`config.mk`:
```
export PLATFORM = sky130hd
export DESIGN_NAME = clint_multi_flat
export DESIGN_NICKNAME = d
export VERILOG_FILES = /design/src/rtl/clint_multi_if.sv /design/src/rtl/clint_multi.sv /design/src/flat_wrapper.sv
export SDC_FILE = /design/constraint.sdc
export NUM_CORES = 1
export LEC_CHECK = 0
export ABC_AREA = 0
export CAP_MARGIN = 40
export CORE_MARGIN = 2
export CORE_UTILIZATION = 57
export CTS_CLUSTER_DIAMETER = 100
export DETAILED_ROUTE_END_ITERATION = 8
export PLACE_DENSITY = 0.86
export SYNTH_ARGS = -nofsm -noshare
export SYNTH_HDL_FRONTEND = slang
export SYNTH_SLANG_ARGS = --single-unit
```
`constraint.sdc`:
```
create_clock -name clk -period 5.6 [get_ports clk]
set_input_delay 1.4 -clock clk [delete_from_list [all_inputs] [get_ports clk]]
set_output_delay 1.4 -clock clk [all_outputs]
set_load 0.02 [all_outputs]
```
`src/rtl/clint_multi_if.sv`:
```
// Request/response bus for the CLINT register window.
// Every request is answered exactly one cycle later; there is no back-pressure.
interface clint_multi_if;
  logic        req_valid;
  logic        req_we;
  logic [31:0] req_addr;
  logic [31:0] req_wdata;
  logic        rsp_valid;
  logic [31:0] rsp_rdata;
  logic        rsp_err;

  modport master (
    output req_valid, req_we, req_addr, req_wdata,
    input  rsp_valid, rsp_rdata, rsp_err
  );

  modport slave (
    input  req_valid, req_we, req_addr, req_wdata,
    output rsp_valid, rsp_rdata, rsp_err
  );
endinterface

```
`src/rtl/clint_multi.sv`:
```
// Multi-hart CLINT: shared prescaled 64-bit mtime, plus per-hart msip and
// mtimecmp registers that drive software and timer interrupts.

module clint_hart (
  input  logic        clk,
  input  logic        rst,
  input  logic [63:0] mtime,
  input  logic        msip_we,
  input  logic        lo_we,
  input  logic        hi_we,
  input  logic [31:0] wdata,
  output logic        msip,
  output logic [63:0] cmp,
  output logic        mtip
);
  always_ff @(posedge clk) begin
    if (rst) begin
      msip <= 1'b0;
      cmp  <= '1;
      mtip <= 1'b0;
    end else begin
      if (msip_we) msip       <= wdata[0];
      if (lo_we)   cmp[31:0]  <= wdata;
      if (hi_we)   cmp[63:32] <= wdata;
      // Compares pre-update values, so mtip lags mtime/mtimecmp by one cycle.
      mtip <= (mtime >= cmp);
    end
  end
endmodule

module clint_multi #(
  parameter int          NUM_HARTS = 1,
  parameter logic [31:0] BASE_ADDR = 32'h0200_0000,
  parameter int          TICK_DIV  = 1
) (
  input  logic                 clk,
  input  logic                 rst,
  clint_multi_if.slave         bus,
  output logic [NUM_HARTS-1:0] msip,
  output logic [NUM_HARTS-1:0] mtip,
  output logic [63:0]          mtime_o
);
  localparam int PW = (TICK_DIV > 1) ? $clog2(TICK_DIV) : 1;

  logic [PW-1:0]                 presc;
  logic                          tick;
  logic [63:0]                   mtime, mtime_nxt;
  logic [NUM_HARTS-1:0][63:0]    cmp;
  logic [31:0]                   off, rd;
  logic                          in_msip, in_cmp, in_mlo, in_mhi, err, wr_ok;

  assign off     = bus.req_addr - BASE_ADDR;
  assign in_msip = off < 32'(4 * NUM_HARTS);
  assign in_cmp  = (off >= 32'h4000) && (off < 32'h4000 + 32'(8 * NUM_HARTS));
  assign in_mlo  = off == 32'hBFF8;
  assign in_mhi  = off == 32'hBFFC;
  assign err     = (bus.req_addr[1:0] != 2'b00) || !(in_msip || in_cmp || in_mlo || in_mhi);
  assign wr_ok   = bus.req_valid && bus.req_we && !err;

  assign tick    = presc == PW'(TICK_DIV - 1);
  assign mtime_o = mtime;

  // A write to one half wins over the tick; the other half still advances.
  always_comb begin
    mtime_nxt = tick ? mtime + 64'd1 : mtime;
    if (wr_ok && in_mlo) mtime_nxt[31:0]  = bus.req_wdata;
    if (wr_ok && in_mhi) mtime_nxt[63:32] = bus.req_wdata;
  end

  always_comb begin
    rd = '0;
    for (int h = 0; h < NUM_HARTS; h++) begin
      if (in_msip && off[5:2] == 4'(h)) rd = {31'b0, msip[h]};
      if (in_cmp && off[6:3] == 4'(h))  rd = off[2] ? cmp[h][63:32] : cmp[h][31:0];
    end
    if (in_mlo) rd = mtime[31:0];
    if (in_mhi) rd = mtime[63:32];
  end

  always_ff @(posedge clk) begin
    if (rst) begin
      presc         <= '0;
      mtime         <= '0;
      bus.rsp_valid <= 1'b0;
      bus.rsp_err   <= 1'b0;
      bus.rsp_rdata <= '0;
    end else begin
      presc         <= tick ? '0 : presc + PW'(1);
      mtime         <= mtime_nxt;
      bus.rsp_valid <= bus.req_valid;
      bus.rsp_err   <= bus.req_valid && err;
      bus.rsp_rdata <= (bus.req_valid && !err && !bus.req_we) ? rd : '0;
    end
  end

  for (genvar h = 0; h < NUM_HARTS; h++) begin : g_hart
    clint_hart u_hart (
      .clk     (clk),
      .rst     (rst),
      .mtime   (mtime),
      .msip_we (wr_ok && in_msip && off[5:2] == 4'(h)),
      .lo_we   (wr_ok && in_cmp && off[6:3] == 4'(h) && !off[2]),
      .hi_we   (wr_ok && in_cmp && off[6:3] == 4'(h) && off[2]),
      .wdata   (bus.req_wdata),
      .msip    (msip[h]),
      .cmp     (cmp[h]),
      .mtip    (mtip[h])
    );
  end
endmodule

```
`src/flat_wrapper.sv`:
```
// flat-port wrapper written by rule: the top's interface ports become plain ports
module clint_multi_flat 
#(
  parameter int          NUM_HARTS = 1,
  parameter logic [31:0] BASE_ADDR = 32'h0200_0000,
  parameter int          TICK_DIV  = 1
)
  (clk, rst, msip, mtip, mtime_o, bus_req_valid, bus_req_we, bus_req_addr, bus_req_wdata, bus_rsp_valid, bus_rsp_rdata, bus_rsp_err);
  clint_multi_if bus_i ();
  input  logic clk;
  input  logic rst;
  output logic [NUM_HARTS-1:0] msip;
  output logic [NUM_HARTS-1:0] mtip;
  output logic [63:0] mtime_o;
  input wire logic [$bits(bus_i.req_valid)-1:0] bus_req_valid;
  input wire logic [$bits(bus_i.req_we)-1:0] bus_req_we;
  input wire logic [$bits(bus_i.req_addr)-1:0] bus_req_addr;
  input wire logic [$bits(bus_i.req_wdata)-1:0] bus_req_wdata;
  output wire logic [$bits(bus_i.rsp_valid)-1:0] bus_rsp_valid;
  output wire logic [$bits(bus_i.rsp_rdata)-1:0] bus_rsp_rdata;
  output wire logic [$bits(bus_i.rsp_err)-1:0] bus_rsp_err;
  assign bus_i.req_valid = bus_req_valid;
  assign bus_i.req_we = bus_req_we;
  assign bus_i.req_addr = bus_req_addr;
  assign bus_i.req_wdata = bus_req_wdata;
  assign bus_rsp_valid = bus_i.rsp_valid;
  assign bus_rsp_rdata = bus_i.rsp_rdata;
  assign bus_rsp_err = bus_i.rsp_err;
  clint_multi #(.NUM_HARTS(NUM_HARTS), .BASE_ADDR(BASE_ADDR), .TICK_DIV(TICK_DIV)) u_core (.clk(clk), .rst(rst), .bus(bus_i), .msip(msip), .mtip(mtip), .mtime_o(mtime_o));
endmodule
```
# [Word level (Yosys, flattened, before mapping)]
# Index checks and enable logic that the tools add are counted.
[word_totals] wordCells=60 inputBits=68 out_inout_bits=100 ff_bits=165
[classes] mux=8 addsub=3 reduce_logical=29 order_cmp=4 bitwise_logic=2 eq_ne=4
[ops] op="2-to-1 mux 32 bit" count=6
[ops] op="adder 64 x 1 -> 64 bit (second input constant)" count=1
[ops] op="equality test 32 x 16 -> 1 bit (second input constant)" count=2
[ops] op="greater-or-equal comparator 64 bit" count=1
[ops] op="2-to-1 mux 64 bit" count=1
[ops] op="greater-or-equal comparator 32 x 15 -> 1 bit (second input constant)" count=1
[ops] op="less-than comparator 32 x 15 -> 1 bit (second input constant)" count=1
[ops] op="less-than comparator 32 x 3 -> 1 bit (second input constant)" count=1
[ops] op="subtractor 32 x 26 -> 32 bit (second input constant)" count=1
[ops] op="logical AND 1 bit" count=16
[ops] op="zero test 4 bit" count=2
[ops] op="zero test 1 bit" count=4
[ops] op="logical OR 1 bit" count=4
[ops] op="inequality test 2 bit (second input constant)" count=2
[ops] op="OR reduction 2 bit" count=2
[ops] op="NOT 1 bit" count=2
[ops] op="nonzero test 2 bit" count=1
[ops] op="adder 1 bit (second input constant)" count=1
[ops] op="2-to-1 mux 1 bit" count=1

# [Logic depth before layout (Yosys ltp)]
# Gate-level depths: netlist of the first run.
[logic_depth] ltp_word=13 ltp_mapped=10 mapped_depth_nobuf=8

# [By module]
# Synthesis of the first run repeated with hierarchy kept, for this count alone.
[hier_totals] hier_cells=1153 area_unflattened_um2=9420.3
[modules_own_cells] module="clint_multi" area_per_inst_um2=5659.2 seq_area_each_um2=1981.9 cells_each=705 instances=1
[modules_own_cells] module="clint_hart" area_per_inst_um2=3761.1 seq_area_each_um2=1321.3 cells_each=448 instances=1

# [Worst setup path before layout of the first run]
# OpenSTA, ideal clock, no wires.
[synth_path] path_kind="input to register" start="input port bus_req_addr[30]" end="register u_core.g_hart[0].u_hart.cmp[23]" path_slack_ns=2.102 setup_ns=0.120 arrival_time_ns=3.379 required_ns=5.480 path_stages=8 n_path_buf=2 cell_sequence="or4_1 nor4_4 nand4_1 buf_2 nor3_4 buf_2 nor2_1 a211o_1"
[synth_between] elab_chain_len=13 elab_cells_between_ends=17 classes_between="1 x add/sub; 3 x order compare; 2 x eq/ne; 11 x reduce/logical"
[synth_rtl] item="start: declaration" line_no="flat_wrapper.sv:17" text="input wire logic [$bits(bus_i.req_addr)-1:0] bus_req_addr;"
[synth_rtl] item="subtractor 32 x 26 -> 32 bit (*)" line_no="clint_multi.sv:52" text="assign off = bus.req_addr - BASE_ADDR;"
[synth_rtl] item="greater-or-equal comparator 32 x 15 -> 1 bit or less-than comparator 32 x 15 -> 1 bit (tied branches)" line_no="clint_multi.sv:54" text="assign in_cmp = (off >= 32'h4000) && (off < 32'h4000 + 32'(8 * NUM_HARTS));"
[synth_rtl] item="logical AND 1 bit" line_no="clint_multi.sv:54"
[synth_rtl] item="logical OR 1 bit (3 in a row)" line_no="clint_multi.sv:57" text="assign err = (bus.req_addr[1:0] != 2'b00) || !(in_msip || in_cmp || in_mlo || in_mhi);"
[synth_rtl] item="zero test 1 bit" line_no="clint_multi.sv:57"
[synth_rtl] item="logical OR 1 bit" line_no="clint_multi.sv:57"
[synth_rtl] item="zero test 1 bit" line_no="clint_multi.sv:58" text="assign wr_ok = bus.req_valid && bus.req_we && !err;"
[synth_rtl] item="logical AND 1 bit" line_no="clint_multi.sv:58"
[synth_rtl] item="logical AND 1 bit (*) (3 in a row)" line_no="clint_multi.sv:102" text=".lo_we (wr_ok && in_cmp && off[6:3] == 4'(h) && !off[2]),"
[synth_rtl] item="end signal: assignment" line_no="clint_multi.sv:23" text="if (lo_we) cmp[31:0] <= wdata;"
[synth_rtl] item="end: declaration" line_no="clint_multi.sv:13" text="output logic [63:0] cmp,"
# Mark *: on every way between the ends. The rest lies on a longest branch, timed or not.
# A chain may end at the register's enable or synchronous reset.

# [Final worst setup path of the first run]
[layout_path] start="input port bus_req_addr[29]" end="register u_core.g_hart[0].u_hart.cmp[1]"
# The elaborated chain is that of the path after synthesis.

==> impl_metrics.toml, run 1 <==
[timing]
drv_slew = 0
finalHoldViolations = 0
max_freq_mhz = 225
fin_crit_sh_pct = 79.4
worst_slack_ns = 1.15
clock_skew_ns = 0.00712
tns_ns = 0
rsz0062_at_grt = "no"
slew_headroom_pct = 47.2
period_needed_ns = 4.45
worst_slew_pin_slew_ns = 0.792
setup_viol = 0

[power]
switchingPower_mw = 0.532
power_frac_seq_pct = 48.5
internal-power_mw = 1.90
leakagePower_nw = 4.92
swShare_pct = 21.8
power.density_nw_per_um2 = 210
max-vdd-ir-drop_v = 0.000207
power_frac_clock_pct = 46.2
power_frac_comb_pct = 5.3

[worst_hold_path]
hold_end = "u_core.g_hart[0].u_hart.msip"
min_path_type = "reg2reg"
min_from = "u_core.g_hart[0].u_hart.msip"
holdPathStages = 2

[critical_path]
r2r_end = "u_core.mtime_o[38]"
crit_path_end_kind = "register"
crit_type = "in2reg"
reg2reg_depth = 8
crit_path_max_fanout = 36
worstPathRequired_ns = 5.91
r2r_start = "u_core.mtime_o[1]"
critPathArrivalTime_ns = 4.76
r2r_slack_ns = 2.51
critPathLaunchType = "primary input"

[finish]
mostFrequentLayoutCell = "nor2_1"
diodes = 0
nets = 1359
finalInstanceArea_um2 = 11600
fillers = 1184
drive_above_1_share_pct = 4.77
final_cell_mix = "nor2_1, clkdlybuf4s50_1, dfxtp_1"
stdcell_count = 1452
area_delta_synth_final_pct = 26.5
postLayoutCoreUtil_pct = 73.5

[clocking]
cts_buffers = 17
htreeDepth = 4
cts_hold_buf = 0
cts_buffer_depth = 2
root_buffer = "clkbuf_16"
cts_tree = "done"
cts-resized-gates = 0
cts_sinks = 165
clkTransAtPathRegs_ns = 0.06
clock_latency_ns = 0.44
cts_setup_buffers = 0

[floorplanning]
fp.dieH_um = 131
die_x_um = 131
rows = 46
dieArea_um2 = 17100
io_pins = 168
start_util_pct = 58.1
core_area_um2 = 15800

[status]
status = "finished clean"

[logic_synthesis]
yosysWarnings = 0
synth_top_area_cell = "dfxtp_1"
mappedNetlistArea_um2 = 9160
ys.flop_type = "dfxtp_1"
synth_seq_cells = 165
async_reset_ff_share_pct = 0
syn-instance-count = 1084
syn-num-nets = 1218
synth_top_area_share_pct = 36.1
synthTopCellsByArea = "dfxtp_1, ha_1, nor2_1"
seq_area_frac_synth_pct = 36.1
synth_edf_count = 0
synth.avg_cell_area_um2 = 8.45
synth_cell_type_count = 51

[route]
drt-initial-drc-count = 908
drc = 0
drt_pass1_iterations = 6
vias = 9018
routed_via_density = 6.21
drt_wl_total_um = 28100
routedWlPerCell_um = 19.4
ant_nets = 0

[run]
cap_viol_max_count = 0

[global_route]
grt_pass1_vias = 8616
grt_antenna_before_repair = 0
overflow = 0
grt_max_degree = 65
grt_pass1_wl_um = 43400
gr-usage-all-layers_pct = 32.9

[placed_design]
dp.cells = 1421
portBuffers = 167
dpl.hpwl_um = 19400
place_ws_ns = 0.825
placed_area_um2 = 11000
place.gp.congestion = 0.914
==> state kept, by name, summed over array words and instances, names as in the netlist <==
signal	count
u_core.g_hart.u_hart.cmp	64
u_core.mtime_o	64
u_core.bus.rsp_rdata	32
u_core.bus.rsp_err	1
u_core.bus.rsp_valid	1
u_core.g_hart.u_hart.msip	1
u_core.g_hart.u_hart.mtip	1
u_core.presc	1
==> cell type report <==
class	instances	area [µm²]	share of cell area, %
well taps	216	270	2.33
clock inverters	4	45.0	0.389
inverters	74	278	2.40
clock buffers	26	509	4.39
flip-flops and latches	165	3300	28.5
multi-input cells	781	5330	46.0
repair buffers	186	1850	16.0
==> stage by stage <==
stage | hold WS [ns] | total power, mW
floorplan | 0.519 | 1.25
global placement | 0.480 | 1.33
detailed placement | 0.476 | 1.33
CTS | 0.484 | 2.44
global route | 0.505 | 2.49
finish | 0.481 | 2.44
==> routing by layer <==
| metal | up-vias | wire [µm] | track usage [%] |
|---|---|---|---|
| met1 | 4275 | 11000 | 39.2 |
| met4 | 0 | 1290 | 20.5 |
| li1 | 4162 | - | - |
| met3 | 107 | 2490 | 6.56 |
| met5 | - | 0 | 0 |
| met2 | 474 | 13400 | 54.8 |
==> cell families after synthesis <==
kind of cell               after synthesis  share of synthesized area [%]
other                                    1                         0.0409
muxes                                   36                           3.93
DFF                                    165                           36.1
adders and majority gates               66                           9.02
buffers and inverters                  138                           5.87
and+or+nand+nor                        400                           20.9
AOI/OAI and AO/OA                      216                           18.2
xor gates and xnor gates                62                           5.93
==> worst max path at each step <==
stage                          start                         endpoint  slack [ns]  cells after the start
detailed placement  bus_req_addr[29]  u_core.g_hart[0].u_hart.cmp[12]        0.83                      9
CTS                 bus_req_addr[29]   u_core.g_hart[0].u_hart.cmp[1]        1.18                      9
global route        bus_req_addr[25]   u_core.g_hart[0].u_hart.cmp[1]        1.03                     11
floorplan           bus_req_addr[30]  u_core.g_hart[0].u_hart.cmp[23]        2.10                      8
global placement    bus_req_addr[29]   u_core.g_hart[0].u_hart.cmp[0]         1.0                      9
finish              bus_req_addr[29]   u_core.g_hart[0].u_hart.cmp[1]        1.15                      9
==> worst max-delay path: stages <==
cell	delay, ns
clkdlybuf4s50_1	0.41
or4_1	0.56
nor4_4	0.32
nand4_1	0.59
buf_4	0.44
nor3_4	0.14
buf_4	0.42
nor2_1	0.14
a211o_1	0.32
==> power by group through the flow <==
stage               Sequential [mW]  Combinational [mW]  Clock, mW
CTS                            1.18               0.127       1.13
global route                   1.18               0.136       1.17
global placement               1.21               0.122          0
detailed placement             1.21               0.126          0
finish                         1.18               0.129       1.13
floorplan                      1.21              0.0416          0
==> cells in the mapped netlist (4+ instances only) <==
library cell and instances:
nand4_1 31, nand3_1 27, a221oi_1 17, o22a_1 16
buf_2 15, clkbuf_1 48, nor2_1 204, dfxtp_1 165
nor4_1 10, xor2_1 45, a211o_1 64, nor2b_1 5
or2_2 5, ha_1 66, and2_1 5, xnor2_1 17
a211oi_1 70, nand2_1 42, o21ai_0 16, and4_1 10
a21oi_1 16, nor3_1 23, and3_1 18, mux2i_1 36
inv_1 74, o211ai_1 4, or3_1 4
Power figures use the tool's default switching activity.
==> run 2: changes to the inputs <==
- CORE_UTILIZATION: 57 -> 53
- PLACE_DENSITY: 0.86 -> 0.81
- clock period: 5.6 -> 4.45 ns (I/O delays scaled with it)
==> impl_metrics.toml, run 2 (synthesized netlist as in run 1, its figures left out) <==
[status]
status = "finished clean"

[placed_design]
portBuffers = 167
place_ws_ns = 0.438
dpl.hpwl_um = 19200
place.gp.congestion = 0.906

[timing]
period_needed_ns = 3.65
tns_ns = 0
rsz0062_at_grt = "no"
worst_slack_ns = 0.796
max_freq_mhz = 274
clock_skew_ns = 0.00923
setup_viol = 0
slew_headroom_pct = 41.8
finalHoldViolations = 0
worst_slew_pin_slew_ns = 0.873
drv_slew = 0
fin_crit_sh_pct = 82.1

[route]
vias = 8744
drt-initial-drc-count = 751
routed_via_density = 5.97
drt_wl_total_um = 27100
drt_pass1_iterations = 5
ant_nets = 0
routedWlPerCell_um = 18.5
drc = 0

[power]
internal-power_mw = 2.60
power_frac_clock_pct = 49.9
max-vdd-ir-drop_v = 0.000268
swShare_pct = 20.8
power_frac_seq_pct = 45.3
leakagePower_nw = 4.95
power.density_nw_per_um2 = 281
power_frac_comb_pct = 4.8
switchingPower_mw = 0.682

[floorplanning]
io_pins = 168
rows = 48
fp.dieH_um = 135
core_area_um2 = 17100
die_x_um = 135
start_util_pct = 53.5
dieArea_um2 = 18300

[finish]
mostFrequentLayoutCell = "nor2_1"
diodes = 0
fillers = 1390
area_delta_synth_final_pct = 27.5
nets = 1360
drive_above_1_share_pct = 5.00
final_cell_mix = "nor2_1, clkdlybuf4s50_1, dfxtp_1"

[clocking]
cts_hold_buf = 0
cts_tree = "done"
cts_sinks = 165
cts_buffer_depth = 2
root_buffer = "clkbuf_16"
htreeDepth = 4
clkTransAtPathRegs_ns = 0.06
cts_setup_buffers = 0
clock_latency_ns = 0.43
cts_buffers = 17
cts-resized-gates = 0

[critical_path]
cpMaxStageDelayCell = "or4_1"
critPathLaunchType = "primary input"
crit_chain = "clkdlybuf4s50_1 -> or4_1 -> nor4_4 -> nand4_1 -> buf_4 -> nor3_4 -> buf_12 -> nor2_1 -> a211o_1"
crit_path_max_fanout = 64
worstPathRequired_ns = 4.77
critPathTopFamily = "simple AND/OR/NAND/NOR gates"
critPathArrivalTime_ns = 3.97
cp_num_buf_inv = 3
crit_path_end_kind = "register"
cp_slowest_stage_delay_ns = 0.58
crit_type = "in2reg"

[global_route]
grt_max_degree = 77
grt_pass1_vias = 8256
grt_pass1_wl_um = 42500
gr-usage-all-layers_pct = 29.6
grt_antenna_before_repair = 0
overflow = 0

[worst_hold_path]
min_path_type = "reg2reg"

[run]
cap_viol_max_count = 0
==> run 2: worst paths after layout <==
kind,cells after the start,slack (ns),to,from
worst min register to register,2,0.50,u_core.g_hart[0].u_hart.msip,u_core.g_hart[0].u_hart.msip
worst max-delay path,9,0.80,u_core.g_hart[0].u_hart.cmp[29],bus_req_addr[30]
worst max register to register,7,1.80,u_core.mtime_o[29],u_core.mtime_o[1]
worst min-delay path,2,0.50,u_core.g_hart[0].u_hart.msip,u_core.g_hart[0].u_hart.msip
==> run 2: per-layer routing <==
layer	track usage, %	share of wire, %	up-vias	routed length [µm]
met2	48.7	46	386	12600
li1	-	-	4168	-
met4	13.1	3.1	0	839
met1	37.5	42	4124	11400
met3	6.10	8.6	66	2330
met5	0	0	-	0
==> run 2: metrics by stage <==
stage | area, µm² | cells | hold slack (ns) | total power [mW] | utilization (%)
finish | 11700 | 1464 | 0.500 | 3.28 | 68.2
global route | 11700 | 1464 | 0.529 | 3.36 | 68.2
CTS | 11700 | 1464 | 0.504 | 3.28 | 68.2
detailed placement | 11000 | 1432 | 0.495 | 1.67 | 64.4
global placement | 11000 | 1431 | 0.490 | 1.67 | 64.4
floorplan | 9160 | 1084 | 0.519 | 1.57 | -
==> run 2: cell type report <==
| type | count | area (µm²) | share of cell area (%) |
|---|---|---|---|
| multi-input combinational | 781 | 5330 | 45.6 |
| clock buffer | 23 | 478 | 4.09 |
| inverter | 74 | 278 | 2.38 |
| tap | 225 | 282 | 2.41 |
| sequential | 165 | 3300 | 28.3 |
| clock inverter | 9 | 173 | 1.48 |
| timing repair buffer | 187 | 1840 | 15.7 |
==> run 2: worst min-delay path: cells and delay by family, from the launching register on <==
kind | cells | cell delay, ns
flops | 1 | 0.33
simple gates | 1 | 0.06
compound gates | 1 | 0.06
==> run 2: power groups by stage <==
stage,combinational [mW],sequential [mW],clock (mW)
floorplan,0.0524,1.52,0
global placement,0.154,1.52,0
detailed placement,0.155,1.52,0
CTS,0.156,1.49,1.64
global route,0.166,1.49,1.71
finish,0.157,1.49,1.64
==> run 3: changes to the inputs <==
- CORE_UTILIZATION: 53 -> 48
- PLACE_DENSITY: 0.81 -> 0.77
- clock period: 4.45 -> 3.2 ns (I/O delays scaled with it)
==> impl_metrics.toml, run 3 (synthesized netlist as in run 1, its figures left out) <==
[global_route]
overflow = 0
grt_antenna_before_repair = 0
gr-usage-all-layers_pct = 26.9
grt_max_degree = 116
grt_pass1_wl_um = 43100
grt_pass1_vias = 8271

[clocking]
cts_hold_buf = 0
cts_tree = "done"
cts_setup_buffers = 0
cts_sinks = 165
cts_buffer_depth = 2
cts_buffers = 17
htreeDepth = 4
clock_latency_ns = 0.44
cts-resized-gates = 0
root_buffer = "clkbuf_16"
clkTransAtPathRegs_ns = 0.06

[route]
drt-initial-drc-count = 766
routed_via_density = 5.82
drt_pass1_iterations = 6
drt_wl_total_um = 27000
routedWlPerCell_um = 18.1
vias = 8677
drc = 0
ant_nets = 0

[placed_design]
dpl.hpwl_um = 19500
portBuffers = 167
dp.cells = 1462
place_ws_ns = -0.193
place.gp.congestion = 0.900

[worst_hold_path]
min_path_type = "reg2reg"

[finish]
nets = 1381
final_cell_mix = "nor2_1, clkdlybuf4s50_1, dfxtp_1"
stdcell_count = 1492
postLayoutCoreUtil_pct = 63.1
mostFrequentLayoutCell = "nor2_1"
drive_above_1_share_pct = 6.52
diodes = 0
area_delta_synth_final_pct = 28.9

[timing]
tns_ns = 0
drv_slew = 0
finalHoldViolations = 0
fin_crit_sh_pct = 93.2
rsz0062_at_grt = "no"
worst_slew_pin_slew_ns = 0.591
worst_slack_ns = 0.219
setup_viol = 0
period_needed_ns = 2.98
slew_headroom_pct = 60.3
max_freq_mhz = 335
clock_skew_ns = 0.0129

[run]
cap_viol_max_count = 0

[critical_path]
worstPathRequired_ns = 3.52
crit_path_end_kind = "register"
critPathLaunchType = "primary input"
critPathArrivalTime_ns = 3.30
crit_path_max_fanout = 60
crit_type = "in2reg"

[floorplanning]
dieArea_um2 = 20200
start_util_pct = 49.0
die_x_um = 142
rows = 50
io_pins = 168
fp.dieH_um = 142
core_area_um2 = 18700

[power]
power_mw = 4.24
max-vdd-ir-drop_v = 0.000379
leakagePower_nw = 5.03
power.density_nw_per_um2 = 359

[status]
status = "finished clean"
## run 3: final timing paths
path,startpoint,end,slack [ns],cells after the start
worst min-delay path,u_core.g_hart[0].u_hart.msip,u_core.g_hart[0].u_hart.msip,0.51,2
worst max-delay path,bus_req_addr[30],u_core.g_hart[0].u_hart.cmp[43],0.22,10
worst max register to register,u_core.mtime_o[5],u_core.mtime_o[29],0.63,7
worst min register to register,u_core.g_hart[0].u_hart.msip,u_core.g_hart[0].u_hart.msip,0.51,2
## run 3: power by group
part	internal [mW]	switching [mW]
Clock	1.12	0.827
Combinational	0.110	0.112
Sequential	2.06	0.00644
## run 3: area by class of cell
type                            count  area [µm²]
Tap cell                          234         293
Timing Repair Buffer              208        2060
Clock buffer                       22         474
Sequential cell                   165        3300
Fill cell                        1556        6900
Multi-Input combinational cell    781        5330
Clock inverter                      8        76.3
Inverter                           74         278
## run 3: critical path, cell delays in order
cell and delay [ns]:
clkdlybuf4s50_1 0.41, or4_1 0.57, nor4_4 0.25, buf_4 0.17, nand4_1 0.08, buf_4 0.18
nor3_4 0.15, buf_12 0.29, nor2_1 0.08, a211o_1 0.28
## run 3: per-layer routing
metal  wire, µm  global-route usage [%]  vias to the layer above
met3       1990                    5.22                       35
met2      12600                    44.1                      334
li1           -                       -                     4204
met4        582                    9.11                        0
met1      11800                    35.6                     4104
met5          0                       0                        -
## run 3: through the flow
| step | hold slack (ns) | cell area (µm²) |
|---|---|---|
| finish | 0.509 | 11800 |
| global route | 0.528 | 11800 |
| detailed placement | 0.495 | 11300 |
| global placement | 0.488 | 11300 |
| CTS | 0.503 | 11800 |
| floorplan | 0.519 | 9160 |
